**config.mk**
```make
export PLATFORM = sky130hd
export DESIGN_NAME = assert_report_sched
export DESIGN_NICKNAME = d
export VERILOG_FILES = /design/src/rtl/assert_report_sched.sv
export SDC_FILE = /design/constraint.sdc
export NUM_CORES = 1
export LEC_CHECK = 0
export CAP_MARGIN = 20
export CORE_ASPECT_RATIO = 1.75
export CORE_UTILIZATION = 30
export DETAILED_ROUTE_END_ITERATION = 12
export SLEW_MARGIN = 25
export SYNTH_ARGS = -nofsm -noshare
export SYNTH_HDL_FRONTEND = slang
export SYNTH_SLANG_ARGS = --single-unit
export TNS_END_PERCENT = 30
```
**constraint.sdc**
```tcl
create_clock -name clk -period 2 [get_ports clk]
set_input_delay 0.4 -clock clk [delete_from_list [all_inputs] [get_ports clk]]
set_output_delay 0.4 -clock clk [all_outputs]
set_load 0.01 [all_outputs]
```
**src/rtl/assert_report_sched.sv**
```systemverilog
// Round-robin scheduler that buffers one pass/fail result per checker lane and
// serialises them onto a single valid/ready report channel. Optional statistics
// counters are compiled in with ASSERT_RPT_STATS_EN.
module assert_report_sched #(
  parameter  int NUM_LANES = 4,
  parameter  int CNT_W     = 16,
  localparam int LANE_W    = $clog2(NUM_LANES)
) (
  input  logic                 clk,
  input  logic                 rst,
  input  logic                 disable_i,
  input  logic [NUM_LANES-1:0] lane_pass,
  input  logic [NUM_LANES-1:0] lane_fail,
  output logic                 rpt_valid,
  input  logic                 rpt_ready,
  output logic [LANE_W-1:0]    rpt_lane,
  output logic                 rpt_fail,
  output logic [NUM_LANES-1:0] lane_ovf,
  input  logic                 ovf_clr,
`ifdef ASSERT_RPT_STATS_EN
  input  logic                 stats_clr,
  output logic [CNT_W-1:0]     pass_cnt,
  output logic [CNT_W-1:0]     fail_cnt,
`endif
  output logic                 busy
);

  localparam logic [0:0] ST_IDLE    = 1'b0;
  localparam logic [0:0] ST_PRESENT = 1'b1;

  if (NUM_LANES < 2 || CNT_W < 1) begin : g_param_check
    $error("assert_report_sched: NUM_LANES must be >= 2 and CNT_W >= 1");
  end

  logic [0:0]           state_q, state_d;
  logic [LANE_W-1:0]    ptr_q, ptr_d;
  logic                 rpt_valid_q, rpt_valid_d;
  logic [LANE_W-1:0]    rpt_lane_q, rpt_lane_d;
  logic                 rpt_fail_q, rpt_fail_d;
  logic [NUM_LANES-1:0] pv_q, pv_d;
  logic [NUM_LANES-1:0] pf_q, pf_d;
  logic [NUM_LANES-1:0] ovf_q, ovf_d;

  logic                 hs;
  logic                 load_en;
  logic                 sel_found;
  logic [LANE_W-1:0]    sel_idx;
  logic [LANE_W-1:0]    base_idx;
  logic [NUM_LANES-1:0] grant_vec;

  assign hs = rpt_valid_q & rpt_ready;

  // Search starts at the saved pointer when idle, or just past the lane being
  // retired when a handshake lets the next report load on the same edge.
  always_comb begin
    int base_i;
    int idx;
    base_i = 0;
    idx    = 0;
    if (state_q == ST_PRESENT) begin
      base_i = int'(rpt_lane_q) + 1;
      if (base_i >= NUM_LANES) base_i = 0;
    end else begin
      base_i = int'(ptr_q);
    end
    base_idx  = LANE_W'(base_i);
    sel_found = 1'b0;
    sel_idx   = '0;
    for (int i = 0; i < NUM_LANES; i++) begin
      idx = base_i + i;
      if (idx >= NUM_LANES) idx = idx - NUM_LANES;
      if (!sel_found && pv_q[LANE_W'(idx)]) begin
        sel_found = 1'b1;
        sel_idx   = LANE_W'(idx);
      end
    end
  end

  assign load_en = !disable_i && sel_found &&
                   ((state_q == ST_IDLE) || hs);

  // Per-lane capture: a lane being granted this edge may accept a new result
  // without overflow; otherwise a second result overflows, fail beating pass.
  genvar gi;
  generate
    for (gi = 0; gi < NUM_LANES; gi++) begin : g_lane
      logic evt;
      logic ovf_set;

      assign grant_vec[gi] = load_en && (sel_idx == LANE_W'(gi));
      assign evt           = !disable_i && (lane_pass[gi] || lane_fail[gi]);
      assign ovf_set       = evt && pv_q[gi] && !grant_vec[gi];

      always_comb begin
        pv_d[gi] = pv_q[gi];
        pf_d[gi] = pf_q[gi];
        if (disable_i) begin
          pv_d[gi] = 1'b0;
          pf_d[gi] = 1'b0;
        end else if (evt) begin
          pv_d[gi] = 1'b1;
          if (!pv_q[gi] || grant_vec[gi]) pf_d[gi] = lane_fail[gi];
          else                            pf_d[gi] = pf_q[gi] | lane_fail[gi];
        end else if (grant_vec[gi]) begin
          pv_d[gi] = 1'b0;
          pf_d[gi] = 1'b0;
        end
      end

      always_comb begin
        ovf_d[gi] = ovf_q[gi];
        if (ovf_clr) ovf_d[gi] = 1'b0;
        if (ovf_set) ovf_d[gi] = 1'b1;
      end
    end
  endgenerate

  always_comb begin
    state_d     = state_q;
    ptr_d       = ptr_q;
    rpt_valid_d = rpt_valid_q;
    rpt_lane_d  = rpt_lane_q;
    rpt_fail_d  = rpt_fail_q;
    case (state_q)
      ST_IDLE: begin
        if (load_en) begin
          rpt_valid_d = 1'b1;
          rpt_lane_d  = sel_idx;
          rpt_fail_d  = pf_q[sel_idx];
          state_d     = ST_PRESENT;
        end
      end
      ST_PRESENT: begin
        if (hs) begin
          ptr_d = base_idx;
          if (load_en) begin
            rpt_lane_d = sel_idx;
            rpt_fail_d = pf_q[sel_idx];
          end else begin
            rpt_valid_d = 1'b0;
            rpt_lane_d  = '0;
            rpt_fail_d  = 1'b0;
            state_d     = ST_IDLE;
          end
        end
      end
      default: begin
        state_d     = ST_IDLE;
        rpt_valid_d = 1'b0;
      end
    endcase
  end

  always_ff @(posedge clk or negedge rst) begin
    if (!rst) begin
      state_q     <= ST_IDLE;
      ptr_q       <= '0;
      rpt_valid_q <= 1'b0;
      rpt_lane_q  <= '0;
      rpt_fail_q  <= 1'b0;
      pv_q        <= '0;
      pf_q        <= '0;
      ovf_q       <= '0;
    end else begin
      state_q     <= state_d;
      ptr_q       <= ptr_d;
      rpt_valid_q <= rpt_valid_d;
      rpt_lane_q  <= rpt_lane_d;
      rpt_fail_q  <= rpt_fail_d;
      pv_q        <= pv_d;
      pf_q        <= pf_d;
      ovf_q       <= ovf_d;
    end
  end

  assign rpt_valid = rpt_valid_q;
  assign rpt_lane  = rpt_lane_q;
  assign rpt_fail  = rpt_fail_q;
  assign lane_ovf  = ovf_q;
  assign busy      = (|pv_q) | rpt_valid_q;

`ifdef ASSERT_RPT_STATS_EN
  logic [CNT_W-1:0] pass_cnt_q, pass_cnt_d;
  logic [CNT_W-1:0] fail_cnt_q, fail_cnt_d;

  // Counters saturate rather than wrap; a clear beats a same-cycle increment.
  always_comb begin
    pass_cnt_d = pass_cnt_q;
    fail_cnt_d = fail_cnt_q;
    if (stats_clr) begin
      pass_cnt_d = '0;
      fail_cnt_d = '0;
    end else if (hs) begin
      if (rpt_fail_q) begin
        if (!(&fail_cnt_q)) fail_cnt_d = fail_cnt_q + CNT_W'(1);
      end else begin
        if (!(&pass_cnt_q)) pass_cnt_d = pass_cnt_q + CNT_W'(1);
      end
    end
  end

  always_ff @(posedge clk or negedge rst) begin
    if (!rst) begin
      pass_cnt_q <= '0;
      fail_cnt_q <= '0;
    end else begin
      pass_cnt_q <= pass_cnt_d;
      fail_cnt_q <= fail_cnt_d;
    end
  end

  assign pass_cnt = pass_cnt_q;
  assign fail_cnt = fail_cnt_q;
`endif

endmodule
```
* Word-level counts from Yosys, hierarchy flattened
Cells that the tools add are included.
** Storage, ports and cells
- Register bits :: 19
- Input bits :: 13
- Logic and storage cells :: 175
** Cells by class
- $add $sub $neg :: 8
- $lt $le $gt $ge :: 10
- Equal/unequal tests :: 6
- Multiplexer cells :: 72
- Bitwise operators :: 7
- Reduce and logical (&&, ||, !) cells :: 55
** Operators with widths (number)
- 1-bit two-way mux :: 50
- 2-bit two-way mux :: 11
- 1-bit logical AND :: 21
- 2-bit by 4-bit less-than comparator with 1-bit output, second input constant :: 4
- 4-bit by 3-bit greater-or-equal comparator with 1-bit output, second input constant :: 3
- 1-bit zero test :: 12
- 3-bit nonzero test :: 4
- 1-bit binary-select mux with 2-bit select :: 5
- 1-bit logical OR :: 9
- 3-bit by 2-bit adder with 4-bit output, second input constant :: 2
- 2-bit nonzero test :: 4
- 2-bit by 1-bit subtractor with 2-bit output, second input constant :: 4
- 3-bit greater-or-equal comparator, second input constant :: 2
- 3-bit two-way mux :: 2
- 1-bit case mux with 2 select lines :: 3
- 1-bit OR :: 5
- 3-bit by 1-bit adder with 4-bit output, second input constant :: 1
- 2-bit equality test, second input constant :: 2
- 2-bit != test, second input constant :: 2
- 2-bit case mux with 2 select lines :: 1
- 2-bit AND reduction :: 2
- 4-bit OR reduction :: 1
- 2-bit by 1-bit adder with 3-bit output, second input constant :: 1
- 2-bit by 3-bit less-than comparator with 1-bit output, second input constant :: 1
- other kinds (6) :: 6

* Longest topological paths before layout
Gate-level depths: netlist of run 1.
- Word-level depth :: 26
- Depth in mapped cells :: 7
- Depth with buffers taken out :: 7

* Least setup slack after synthesis of run 1
Ideal clock, no wire load.
- Kind :: flip-flop to flip-flop
- Start :: reg rpt_lane_q[0], in the netlist rpt_lane[0]
- End :: reg pf_q[3]
- Setup time :: 0.136 ns
- Data arrival time :: 1.946 ns
- Slack :: -0.082 ns
- Stages on the path, launching flop included :: 8
- Buffers on the path :: 0
- Path through :: dfrtp_1 -> ha_1 -> mux2i_4 -> nor3b_2 -> o21ba_2 -> or3b_4 -> o221ai_1 -> a21oi_1
** Between the ends
- Cells in the longest elaborated chain, start to end :: 26
- Elaborated cells on any way between the ends :: 54
- Those cells by class :: add/sub: 8; order compare: 5; eq/ne: 1; mux: 29; reduce/logical: 11
** RTL lines
- start: declaration :: RTL line 38 : logic [LANE_W-1:0] rpt_lane_q, rpt_lane_d;
- start signal: assignment :: RTL line 168 : rpt_lane_q <= rpt_lane_d;
- 2-bit by 1-bit adder with 3-bit output * :: RTL line 61 : base_i = int'(rpt_lane_q) + 1;
- 3-bit greater-or-equal comparator :: RTL line 62 : if (base_i >= NUM_LANES) base_i = 0;
- 3-bit two-way mux * :: RTL line 62
- 3-bit two-way mux * :: RTL line 60 : if (state_q == ST_PRESENT) begin
- branches (longest 17 deep; another with 3-bit by 1-bit adder with 4-bit output)
- 1-bit logical AND * :: RTL line 90 : assign grant_vec[gi] = load_en && (sel_idx == LANE_W'(gi));
- 1-bit logical OR :: RTL line 102 : if (!pv_q[gi] || grant_vec[gi]) pf_d[gi] = lane_fail[gi];
- 1-bit two-way mux :: RTL line 102
- 1-bit two-way mux :: RTL line 100 : end else if (evt) begin
- 1-bit two-way mux :: RTL line 97 : if (disable_i) begin
- end signal: assignment :: RTL line 171 : pf_q <= pf_d;
- end: declaration :: RTL line 41 : logic [NUM_LANES-1:0] pf_q, pf_d;
Every way passes the cells marked *. The select of a mux whose other input is x is not followed.
A chain may end at the register's enable or synchronous reset.

* Worst setup path after layout of run 1
- Start :: reg rpt_lane_q[1], in the netlist rpt_lane[1]
- End :: reg ovf_q[3], in the netlist lane_ovf[3]
** Between the ends
- Cells in the longest elaborated chain, start to end :: 25
- Elaborated cells on any way between the ends :: 53
- Those cells by class :: add/sub: 8; order compare: 5; eq/ne: 1; mux: 27; reduce/logical: 12
** RTL lines
- 2-bit by 1-bit adder with 3-bit output * :: RTL line 61
- 3-bit greater-or-equal comparator :: RTL line 62
- 3-bit two-way mux * :: RTL line 62
- 3-bit two-way mux * :: RTL line 60
- branches (longest 17 deep; another with 3-bit by 1-bit adder with 4-bit output)
- 1-bit logical AND * :: RTL line 90
- 1-bit zero test * :: RTL line 92 : assign ovf_set = evt && pv_q[gi] && !grant_vec[gi];
- 1-bit logical AND * :: RTL line 92
- 1-bit two-way mux / 2-bit nonzero test (equally long branches)
- end signal: assignment :: RTL line 172 : ovf_q <= ovf_d;
- end: declaration :: RTL line 42 : logic [NUM_LANES-1:0] ovf_q, ovf_d;
Marks and branches as above.

==> flow_summary_export.csv, run 1 <==
group,metric,value,unit
critical_path,critPathLaunchType,"register",
logic_synthesis,avgSynthCellArea,10.3,µm²
sta,drv_slew,0,
grt,grt_first_pass_wirelength,4.24,mm
layout,syn2layout_area_growth,45.4,%
floorplan,ioPinCount,22,
layout,layout-drive-gt1-share,27.7,%
sta,rsz0062_at_grt,"yes",
logic_synthesis,synthesis.instances,100,
layout,seq_area,477,µm²
critical_path,crit_path_end_kind,"register",
critical_path,critPathSlowestCell,"or3b_4",
logic_synthesis,ys_seq_elements,19,
sta,final-hold-violation-count,0,
logic_synthesis,yosys-top-cells-area,"dfrtp_1, inv_1, a21oi_1, o221ai_1, o32ai_1",
power,finalPower,1.47,mW
logic_synthesis,ys_types,36,
sta,max_slew_margin,79.0,%
outcome,status,"finished, violations left",
sta,setup_viol,6,
clocking,clockBufferDepth,2,
drt,via_per_inst,4.93,
sta,setup_tns,-0.0882,ns
sta,worst_pin_slew,0.312,ns
clocking,cts_made_buffers,3,
grt,antenna_found_initial,0,
floorplan,coreArea,3210,µm²
logic_synthesis,syn_area,1030,µm²
drt,wirelength,2.51,mm
sta,finalWorstSetupSlack,-0.0381,ns
critical_path,arrival,2.17,ns
logic_synthesis,ys.flop_type,"dfrtp_1",
clocking,clkTransAtPathRegs,0.07,ns
logic_synthesis,synthArstFlopShare,100,%
clocking,cts_tree,"yes",
layout,fillers,319,
grt,grt_pass1_vias,941,
placed_design,port_buffers,21,
clocking,root_buffer,"clkbuf_8",
drt,via_count,887,
grt,track_usage,16.1,%
power,p_leak,0.622,nW
critical_path,crit_path_max_fanout,6,
power,peakVddDrop,0.000496,V
clocking,hold_buffers,0,
critical_path,max_stage_delay,0.44,ns
sta,hold_slack,0.479,ns
critical_path,path_cells,"ha_4 -> mux2i_4 -> nor3b_2 -> o21ba_2 -> or3b_4 -> o21ai_4 -> o32ai_2",
layout,fin_util,46.7,%
layout,diodes,0,
logic_synthesis,synth_top_area_share,46.1,%
outcome,violations,"negative setup slack",
layout,multi_input_area,534,µm²
sta,skew,0.000505,ns
floorplan,start_util,32.1,%
grt,overflow,0,
floorplan,fp.dieW,46.3,µm
floorplan,rows,27,
drt,ant_nets,0,
placed_design,placed_area,1390,µm²
critical_path,r2r_cells,7,
layout,finalInstanceArea,1500,µm²
worst_hold_path,min_path_type,"in2async",
floorplan,die_h,79.6,µm
drt,drt_iter0_drc,11,
clocking,clkSinkCount,19,
logic_synthesis,yosysTopAreaCell,"dfrtp_1",
sta,period_share,102,%
placed_design,dp_hpwl,1.97,mm
critical_path,setup.worst_path.class,"reg2reg",
critical_path,cp-startpoint,"rpt_lane[1]",
layout,layout.nets,152,
logic_synthesis,yosys_warnings,0,
logic_synthesis,synth_edf_count,0,
clocking,h-tree-depth,1,
drt,drc,0,
drt,drtPass1Iterations,4,
power,power_density,983,nW/µm²
floorplan,dieArea,3680,µm²
sta,post-route-min-period,2.04,ns
placed_design,gp_congestion,0.778,
clocking,clkLatencyLatePin,0.26,ns
sta,timing.fmax,491,MHz
logic_synthesis,yosysSeqAreaShare,46.1,%
critical_path,critPathRequiredTime,2.13,ns
flow_run,maxCapViolCount,0,
drt,drt-wirelength-per-cell,14.0,µm
critical_path,r2r_start,"rpt_lane[1]",
grt,grt_max_degree,20,
logic_synthesis,synthesis.nets,114,
## cell usage after synthesis (2+ instances only)
cell type and count:
nor2_1 5, o32ai_1 4, nand2_1 8, dfrtp_1 19, or3b_4 2, o21ai_1 2, inv_1 16, o21ai_0 3
o221ai_1 4, mux2i_1 2, a21oi_1 8, o21ai_2 3
## area by class of cell
class | instances | share of cell area, %
flip-flops and latches | 19 | 31.8
inverters | 16 | 4.01
well taps | 43 | 3.59
repair buffers | 36 | 22.0
multi-input cells | 62 | 35.6
clock buffers | 4 | 3.01
## through the flow
step | cells | worst slack, ns
floorplan | 100 | -0.0135
global placement | 175 | -0.0575
detailed placement | 175 | -0.0484
CTS | 179 | -0.0589
global route | 180 | -0.113
finish | 180 | -0.0381
## final timing paths
| kind | slack [ns] | end |
|---|---|---|
| max | -0.04 | lane_ovf[3] |
| min | 0.48 | pv_q[1] |
| max reg2reg | -0.04 | lane_ovf[3] |
| min reg2reg | 0.49 | ptr_q[0] |
| max in group asynchronous | 1.30 | rpt_lane[0] |
| min in group clk | 0.49 | ptr_q[0] |
## sequential cells by signal, indices dropped and copies added (netlist names)
name       flops
lane_ovf       4
pf_q           4
pv_q           4
ptr_q          2
rpt_lane       2
rpt_fail       1
rpt_valid      1
state_q        1
## kinds of logic after synthesis
group / count (synthesis) / share of synthesized area, %
buffers and inverters: 19 / 7.77
AOI/OAI and AO/OA: 36 / 28.5
adders and majority gates: 1 / 1.21
DFF: 19 / 46.1
and+or+nand+nor: 21 / 11.2
muxes: 4 / 5.22
## layout by cell type, fill, tap and decap left out, types with 2 or more instances in the layout
cell type and count:
dfrtp_1 18, o221ai_2 2, clkdlybuf4s50_1 20, mux2i_1 2, o21ai_0 3, a21oi_1 8, clkbuf_8 3, or3b_4 2
o21ai_2 3, buf_4 14, inv_1 16, nand2_1 8, nor2_1 5, o221ai_1 2, o32ai_1 3
## where the power goes
part           switching (mW)  leakage, nW  total (mW)  internal, mW
registers              0.0607        0.235       0.514         0.454
clock network           0.135       0.0228       0.277         0.142
logic                   0.315        0.364       0.682         0.367
## critical path, delay by kind of cell (launching register included)
family | cells | cell delay [ns]
AOI/OAI and AO/OA | 3 | 0.51
adders and majority gates | 1 | 0.26
DFF | 1 | 0.42
muxes | 1 | 0.21
and+or+nand+nor | 2 | 0.52
## per-layer routing
layer  share of wire, %  wire length, µm  track usage (%)
met5                  0                0                0
met4                1.6               40             8.24
met3                2.2               56             2.94
met2                 59             1490             29.4
met1                 37              920             15.9
## repair_timing
item,in CTS,in global routing
pin swaps,0,8
setup buffers,0,1
gates resized for setup,3,6
endpoints found under the setup margin,7,10
(Power assumes the default switching activity.)
==> run 2, diff against run 1 <==
- CAP_MARGIN: 20 -> unset
==> results of run 2 <==
Same layout as run 1: the final DEF is identical, and so are final timing and power.
==> run 3, diff against run 2 <==
- CAP_MARGIN: unset -> 15
- CORE_ASPECT_RATIO: 1.75 -> unset
==> flow_summary_export.csv, run 3 (synthesized netlist as in run 1, its figures left out) <==
group,metric,value,unit
floorplan,start_util,32.7,%
layout,layout_commonest_cell,"clkdlybuf4s50_1",
sta,final-hold-violation-count,0,
sta,setup_viol,4,
grt,grt_pass1_vias,880,
power,power_density,952,nW/µm²
power,peakVddDrop,0.000551,V
floorplan,rows,20,
sta,rsz0062_at_grt,"yes",
sta,period_share,101,%
critical_path,r2r_cells,7,
critical_path,critPathRequiredTime,2.21,ns
critical_path,critPathLaunchType,"register",
drt,drc,0,
clocking,cts_tree,"yes",
outcome,violations,"negative setup slack",
drt,drt_iter0_drc,26,
clocking,clkTransAtPathRegs,0.13,ns
floorplan,fp.dieW,60.6,µm
critical_path,arrival,2.23,ns
sta,hold_slack,0.397,ns
layout,finalInstanceArea,1480,µm²
drt,wirelength,2.41,mm
sta,finalWorstSetupSlack,-0.0250,ns
grt,track_usage,14.5,%
layout,diodes,0,
sta,worst_pin_slew,0.312,ns
critical_path,crit_path_max_fanout,6,
clocking,h-tree-depth,1,
sta,drv_slew,0,
placed_design,dp_hpwl,1.82,mm
power,p_leak,0.617,nW
drt,drt-wirelength-per-cell,13.2,µm
sta,skew,0.0144,ns
placed_design,port_buffers,21,
outcome,status,"finished, violations left",
drt,ant_nets,0,
critical_path,setup.worst_path.class,"reg2reg",
placed_design,placed_area,1400,µm²
layout,layout.nets,153,
clocking,cts_made_buffers,3,
layout,layout-drive-gt1-share,27.5,%
layout,final_cell_mix,"clkdlybuf4s50_1, dfrtp_1, inv_1",
clocking,root_buffer,"clkbuf_4",
sta,post-route-min-period,2.02,ns
floorplan,ioPinCount,22,
floorplan,dieArea,3670,µm²
placed_design,pre_cts_ws,-0.0986,ns
layout,syn2layout_area_growth,43.6,%
drt,via_per_inst,4.90,
clocking,clkSinkCount,19,
clocking,clkLatencyLatePin,0.31,ns
grt,antenna_found_initial,0,
placed_design,gp_congestion,0.776,
sta,max_slew_margin,79.0,%
grt,overflow,0,
critical_path,crit_path_end_kind,"register",
worst_hold_path,min_path_type,"in2async",
drt,drtPass1Iterations,4,
grt,grt_first_pass_wirelength,3.89,mm
drt,via_count,892,
floorplan,die_h,60.6,µm
sta,setup_tns,-0.0614,ns
sta,timing.fmax,494,MHz
flow_run,maxCapViolCount,0,
floorplan,coreArea,3150,µm²
clocking,clockBufferDepth,2,
grt,grt_max_degree,20,
[run 3: per-stage QoR]
| stage | util (%) | cells | power, mW |
|---|---|---|---|
| after floorplan | - | 100 | 0.895 |
| after global placement | 44.2 | 176 | 1.15 |
| after detailed placement | 44.2 | 176 | 1.17 |
| after CTS | 45.4 | 180 | 1.38 |
| after global routing | 46.9 | 182 | 1.49 |
| final | 46.9 | 182 | 1.41 |
[run 3: power by group]
part,internal (mW),switching (mW),total [mW]
combinational,0.372,0.317,0.689
sequential,0.453,0.0553,0.509
clock,0.0764,0.135,0.212
[run 3: layer usage]
metal  global-route usage (%)  up-vias  routed length (µm)
met5                        0        -                   0
met4                     2.92        0                  38
met3                     4.69        4                 108
met2                     25.4       25                1140
met1                     17.4      427                1120
li1                         -      436                   -
[run 3: critical path, stage by stage (launching register included)]
cell	delay, ns
dfrtp_2	0.44
ha_4	0.16
or3b_4	0.39
o2111ai_4	0.09
o211ai_4	0.10
or3b_4	0.46
o21ai_4	0.18
o32ai_2	0.09
[run 3: area by class of cell]
cell class / count / area, µm²
multi-input cells: 62 / 522
clock buffers: 3 / 22.5
flip-flops and latches: 19 / 477
clock inverters: 1 / 7.51
well taps: 44 / 55.1
fillers: 314 / 1670
repair buffers: 37 / 337
inverters: 16 / 60.1
[run 3: what timing repair did]
action	in CTS	in global routing
hold buffers	0	0
hold endpoints to repair	0	0
resized for setup	1	6
pin swaps	1	11
buffers inserted	0	2
gates cloned	0	0
setup endpoints to repair	8	12
[run 3: worst paths after layout]
kind | from | endpoint | slack, ns
setup / recovery | rpt_lane[0] | lane_ovf[3] | -0.02
hold / removal | rst | rpt_fail | 0.40
setup reg to reg | rpt_lane[0] | lane_ovf[3] | -0.02
min in group clk | ptr_q[0] | ptr_q[0] | 0.51
max in group asynchronous | rst | rpt_lane[0] | 1.37
hold reg to reg | ptr_q[0] | ptr_q[0] | 0.51
